[config.mk]
export PLATFORM = sky130hd
export DESIGN_NAME = pipelined_carry_adder
export DESIGN_NICKNAME = d
export VERILOG_FILES = /design/src/rtl/pipelined_carry_adder.sv
export SDC_FILE = /design/constraint.sdc
export NUM_CORES = 1
export LEC_CHECK = 0
export BUFFER_PORTS_ARGS = -buffer_cell sky130_fd_sc_hd__buf_2
export CAP_MARGIN = 20
export CORE_MARGIN = 10
export CORE_UTILIZATION = 51
export DETAILED_ROUTE_END_ITERATION = 12
export GPL_TIMING_DRIVEN = 0
export PLACE_DENSITY = 0.73
export SYNTH_ARGS = -nofsm -noshare
export SYNTH_HDL_FRONTEND = slang
export SYNTH_SLANG_ARGS = --single-unit
export TNS_END_PERCENT = 5
[constraint.sdc]
create_clock -name clk -period 2.2 [get_ports clk]
set_input_delay 0.11 -clock clk [delete_from_list [all_inputs] [get_ports clk]]
set_output_delay 0.11 -clock clk [all_outputs]
set_load 0.02 [all_outputs]
[src/rtl/pipelined_carry_adder.sv]
// rtl/pipelined_carry_adder.sv - WIDTH-bit adder split into STAGES registered ripple chunks, valid/ready handshake.
// Optional subtract port enabled by PIPELINED_CARRY_ADDER_SUB_EN.
module pipelined_carry_adder #(
    parameter int WIDTH  = 16,
    parameter int STAGES = 4
) (
    input  logic             clk,
    input  logic             rst,
    input  logic             in_valid,
    output logic             in_ready,
    input  logic [WIDTH-1:0] a,
    input  logic [WIDTH-1:0] b,
    input  logic             cin,
`ifdef PIPELINED_CARRY_ADDER_SUB_EN
    input  logic             sub,
`endif
    output logic             out_valid,
    input  logic             out_ready,
    output logic [WIDTH-1:0] sum,
    output logic             cout,
    output logic             ovf
);

    localparam int CHUNK = WIDTH / STAGES;
    localparam int LAST  = STAGES - 1;

    logic             adv;
    logic [WIDTH-1:0] b_eff;
    logic             cin_eff;

`ifdef PIPELINED_CARRY_ADDER_SUB_EN
    assign b_eff   = sub ? ~b : b;
    assign cin_eff = sub ? 1'b1 : cin;
`else
    assign b_eff   = b;
    assign cin_eff = cin;
`endif

    logic             v_r [STAGES];
    logic [WIDTH-1:0] a_r [STAGES];
    logic [WIDTH-1:0] b_r [STAGES];
    logic [WIDTH-1:0] s_r [STAGES];
    logic             c_r [STAGES];
    logic             ovf_r;

    logic [WIDTH-1:0] pa  [STAGES];
    logic [WIDTH-1:0] pb  [STAGES];
    logic [WIDTH-1:0] ps  [STAGES];
    logic             pc  [STAGES];
    logic [WIDTH-1:0] ns  [STAGES];
    logic             nc  [STAGES];
    logic [CHUNK:0]   t   [STAGES];
    logic             msb_cin;
    logic             ovf_n;

    // Global stall: every stage freezes while the output holds an unaccepted result.
    assign adv      = !out_valid || out_ready;
    assign in_ready = adv;

    always_comb begin
        pa[0] = a;
        pb[0] = b_eff;
        ps[0] = '0;
        pc[0] = cin_eff;
        for (int s = 1; s < STAGES; s++) begin
            pa[s] = a_r[s-1];
            pb[s] = b_r[s-1];
            ps[s] = s_r[s-1];
            pc[s] = c_r[s-1];
        end
        // Stage s adds its own chunk; lower chunks ride along unchanged.
        for (int s = 0; s < STAGES; s++) begin
            t[s]  = {1'b0, pa[s][s*CHUNK +: CHUNK]} + {1'b0, pb[s][s*CHUNK +: CHUNK]}
                  + {{CHUNK{1'b0}}, pc[s]};
            ns[s] = ps[s];
            ns[s][s*CHUNK +: CHUNK] = t[s][CHUNK-1:0];
            nc[s] = t[s][CHUNK];
        end
        msb_cin = pa[LAST][WIDTH-1] ^ pb[LAST][WIDTH-1] ^ ns[LAST][WIDTH-1];
        ovf_n   = msb_cin ^ nc[LAST];
    end

    always_ff @(posedge clk) begin
        if (rst) begin
            for (int s = 0; s < STAGES; s++) begin
                v_r[s] <= 1'b0;
                a_r[s] <= '0;
                b_r[s] <= '0;
                s_r[s] <= '0;
                c_r[s] <= 1'b0;
            end
            ovf_r <= 1'b0;
        end else if (adv) begin
            v_r[0] <= in_valid;
            for (int s = 1; s < STAGES; s++) begin
                v_r[s] <= v_r[s-1];
            end
            for (int s = 0; s < STAGES; s++) begin
                a_r[s] <= pa[s];
                b_r[s] <= pb[s];
                s_r[s] <= ns[s];
                c_r[s] <= nc[s];
            end
            ovf_r <= ovf_n;
        end
    end

    assign out_valid = v_r[LAST];
    assign sum       = s_r[LAST];
    assign cout      = c_r[LAST];
    assign ovf       = ovf_r;

endmodule

* Word level (Yosys, flattened, before mapping) *
Memories as Yosys holds them, arrays and structs flattened.
Cells that the tools add are included.

word-level totals
  input port bits = 37
  register bits after elaboration = 1
  latch bits = 0
  memories kept = 5
  RAM bits = 200
  ROM bits = 0

memory list
  name  depth  width  rd ports  clocked after Yosys merged registers in  write ports  RTL line  text
  a_r   4      16     3         0                                        4            40        logic [WIDTH-1:0] a_r [STAGES];
  b_r   4      16     3         0                                        4            41        logic [WIDTH-1:0] b_r [STAGES];
  s_r   4      16     4         0                                        4            42        logic [WIDTH-1:0] s_r [STAGES];
  c_r   4      1      4         0                                        4            43        logic c_r [STAGES];
  v_r   4      1      4         0                                        4            39        logic v_r [STAGES];

cells by class
  eq/ne operators = 0
  multiply operators = 0
  bitwise gates (word level) = 23
  shift-type cells = 0
  multiplexer cells = 25
  order comparisons = 0
  add/sub/neg operators = 8
  reductions and logical operators = 2
  div/mod/pow operators = 0

operators with widths
  cell                count
  $mux W16            12
  $add A4 B4 Y5       4
  $add A5 B1 Y5       4
  $or A1 B1 Y1        20
  $mux W1             13
  $xor A1 B1 Y1       3
  $logic_not A1 Y1    1
  $logic_or A1 B1 Y1  1

* Logic depth before layout (Yosys ltp) *
An unclocked memory read counts as a cell.

  depth in word-level cells = 7
  depth in mapped cells = 6
  depth with buffers taken out = 6

* Worst setup path after synthesis *
No wires, ideal clock.

  path kind = reg-to-reg
  start = mem v_r[3]
  end = mem a_r[0][10] (enable)
  stages on the path, launching flop included = 3
  required time = 1,786 ps
  setup time = 414 ps
  arrival time = 1,923 ps
  setup slack = -137 ps
  period minus slack after synthesis = 2,337 ps
  buffers on the path = 0
  cell sequence = edfxtp_1 -> nand2b_4 -> or2_2

RTL lines
  element          RTL line
  start, declared  39
  end, declared    40

==> results.txt <==
- Total of buffers placed on input and output ports: 56
- Data required time at the worst endpoint: 2490 ps
- EDFF count, synth: 96
* H-tree depth reported by CTS: 3
- Library cells used by synthesis: 22
* Syn_nets: 323
- Final hold violations: 0
* Number of core rows: 32
- STA classifies the critical path startpoint as a flop.
- Measured along the x axis, the die boundary spans 110 um.
* Worst-skew pair later-pin latency: 360 ps
* Gpl congestion: 0.746
- The detailed router placed 2039 vias in this run.
* Launch point of the worst hold path: a[14]
- Routed len/inst: 13.2 um
* Primary FF master, synth: sky130_fd_sc_hd__edfxtp_1
* Largest area contributor in the netlist: sky130_fd_sc_hd__edfxtp_1
- Using the TritonRoute via totals, the vias-per-cell ratio works out to 4.58.
* TritonCTS Sinks: 97
* Post-route cell area: 4820 um2
* PostCTS Resize Cnt: 0
- During synthesis, Yosys emitted a total of 0 warnings.
- WL final: 5870 um
- Data arrives at the worst endpoint at 2380 ps.
* End of the worst hold path: a_r[0][14]
- Largest net degree at the start of global routing: 51
- Of the post-synthesis cell area, the dominant cell type holds 0.694.
* Most common cell in the synthesized netlist: sky130_fd_sc_hd__edfxtp_1
- DRT Pass-1 Iters: 4
- The critical path in this run is classified as reg2reg.
- Highest net fanout along the worst path: 2
- Worst supply voltage drop on vdd: 0.363 mV
- The die covers 12200 um2.
- Reg-to-reg critical path endpoint: ovf
- Summed over all layers, the global routing overflow is 0.
- Synthesis-stage register bit count: 97
* Path type of the worst min-delay path: in2reg
- Setup Buffers After CTS: 0
* Synth top area cells: sky130_fd_sc_hd__edfxtp_1 69%, sky130_fd_sc_hd__and2_1 12%, sky130_fd_sc_hd__fa_1 3.9%
- Final slew viol count: 0
- Clock tree from TritonCTS: yes
- Setup repair after global routing left no endpoint under its margin.
- FMAX: 478 MHz
- Of the cells placed in the final design, the portion with a size suffix greater than 1 is 0.257.
* Dpl cell area: 4590 um2
* Worst setup slack for register-to-register paths: 110 ps
- Slew margin rel.: 0.576
- Counting instances, the worst hold path has a depth of 2.
- After clock tree synthesis, the flow added hold-fix buffers numbering 4.
- Setup violation total in the final timing report: 0
* Global-route wire length before repair: 9820 um
- Number of buffers inserted during clock tree synthesis: 9
- Clock slew at reported path FFs: 100 ps
- Reg area: 2900 um2
- Leak Pwr: 2.15 nW
- Most frequent cells after synthesis: 96 x sky130_fd_sc_hd__edfxtp_1, 81 x sky130_fd_sc_hd__and2_1, 12 x sky130_fd_sc_hd__ha_1, 12 x sky130_fd_sc_hd__inv_1, 10 x sky130_fd_sc_hd__nor2_1
- The clock passes through at most 2 buffers.
* Mean Syn Cell Area: 15.6 um2
* Fraction of registers with async set or reset after synthesis: 0
* # fillers: 613
* Global-route usage over all layers: 0.105
- Cell at the root of the clock tree: sky130_fd_sc_hd__clkbuf_8
- The worst path in the final design needs a cycle of 2090 ps, including I/O delays and setup.
- The area growth from synthesis to layout is 16.0%.
- Via count of the first global-routing pass: 2170
- The flow ran to the end, and the final reports show no timing, DRC or antenna violations.
- Dividing the final minimum period by the clock period gives 0.950.
* CORE AREA: 7810 um2
- After the first detailed-routing iteration, the DRC count stood at 46.
- Detailed placement HPWL: 4130 um
- At the pin with the least slew margin, the transition time is 636 ps.
- For the final database, setup skew stands at 12.7 ps.
- Number of cells on the worst reg-to-reg path: 6
- Antenna violations before repair: 0
* Post-layout nets: 395
- Post-synthesis instance area: 4160 um2
* Worst setup EP type: flop
* Die height: 110 um
- Number of maximum-capacitance constraint violations: 0
- Drc violations: 0
* DRT antenna net count: 0
- # diodes: 0
* Startpoint of the worst register-to-register path: c_r[2]
- Top-Level Pins: 57
* Multi-input gate area in the final layout: 1110 um2
- Setup_tns: 0 ps
- The cell count after synthesis came out at 266.
* Power Dens Cells: 735 nW/um2
* Register area share after synthesis: 0.699
- Effective utilization at floorplan: 0.532
## critical path, stage by stage (launching register included)
cell and delay, ps:
sky130_fd_sc_hd__edfxtp_1 430, sky130_fd_sc_hd__fa_1 480, sky130_fd_sc_hd__fa_1 420, sky130_fd_sc_hd__a21o_1 220
sky130_fd_sc_hd__a21oi_2 170, sky130_fd_sc_hd__xnor2_1 100, sky130_fd_sc_hd__a211oi_2 200
## sequential cells by signal (all words and copies together), names as in the netlist
| name | flops |
|---|---|
| a_r | 24 |
| v_r | 4 |
| b_r | 24 |
| ovf | 1 |
| c_r | 4 |
| s_r | 40 |
## per-layer routing
| metal | global-route usage | routed length (um) |
|---|---|---|
| met4 | 0.0550 | 116 |
| met2 | 0.161 | 2600 |
| met1 | 0.129 | 2620 |
| met3 | 0.0377 | 538 |
| met5 | 0 | 0 |
## layout make-up
type,instances,share of cell area
buffer,10,0.0213
clock buffer,9,0.0257
clock inverter,7,0.0127
inverter,12,0.00935
multi-input combinational,147,0.230
sequential,97,0.602
tap,102,0.0265
timing repair buffer,61,0.0722
## worst max path at each step
stage,endpoint,depth (start not counted),startpoint,slack (ps)
finish,ovf,6,c_r[2],110
global route,ovf,6,c_r[2],2
detailed placement,ovf,6,c_r[2],130
global placement,ovf,6,c_r[2],140
CTS,ovf,6,c_r[2],100
floorplan,ovf,6,c_r[2],260
## through the flow
step | power [mW] | hold WS [ps] | setup WS (ps) | util | instances
3_3_place_gp | 2.49 | 310 | 143 | 0.585 | 424
3_5_place_dp | 2.50 | 316 | 135 | 0.588 | 425
2_1_floorplan | 2.40 | 175 | 257 | - | 266
5_1_grt | 3.71 | 0.794 | 1.75 | 0.617 | 445
4_1_cts | 3.58 | 0.559 | 105 | 0.617 | 445
6_report | 3.54 | 18.7 | 109 | 0.617 | 445
## kinds of logic (layout without fill, tap and decap cells)
kind of cell | Yosys count | after routing | synth area share
flip-flops | 97 | 97 | 0.699
adder cells (fa/ha/maj) | 20 | 20 | 0.0747
buffers and inverters | 22 | 99 | 0.0355
AO/OA/AOI/OAI | 17 | 17 | 0.0271
XOR/XNOR | 6 | 6 | 0.0126
AND/OR/NAND/NOR | 104 | 104 | 0.151
## layout by cell type, fill, tap and decap left out, types with 2 or more instances in the layout
cell type                       instances
sky130_fd_sc_hd__a21o_1                 5
sky130_fd_sc_hd__a21oi_1                6
sky130_fd_sc_hd__a21oi_2                2
sky130_fd_sc_hd__and2_1                81
sky130_fd_sc_hd__buf_2                 57
sky130_fd_sc_hd__buf_6                  8
sky130_fd_sc_hd__clkbuf_8               9
sky130_fd_sc_hd__dlygate4sd3_1          4
sky130_fd_sc_hd__edfxtp_1              96
sky130_fd_sc_hd__fa_1                   8
sky130_fd_sc_hd__ha_1                  12
sky130_fd_sc_hd__inv_1                 12
sky130_fd_sc_hd__inv_6                  3
sky130_fd_sc_hd__inv_8                  2
sky130_fd_sc_hd__nor2_1                10
sky130_fd_sc_hd__nor2b_1                7
sky130_fd_sc_hd__nor3_1                 3
sky130_fd_sc_hd__o21ai_0                3
sky130_fd_sc_hd__xnor2_1                2
sky130_fd_sc_hd__xor2_1                 4
## power by group
group / switching, mW / internal [mW] / leakage (nW)
clock network: 0.646 / 0.437 / 0.0945
logic: 0.142 / 0.139 / 0.908
registers: 0.0287 / 2.15 / 1.15
total: 0.817 / 2.72 / 2.15
No activity file was read; power rests on OpenSTA's default activity.
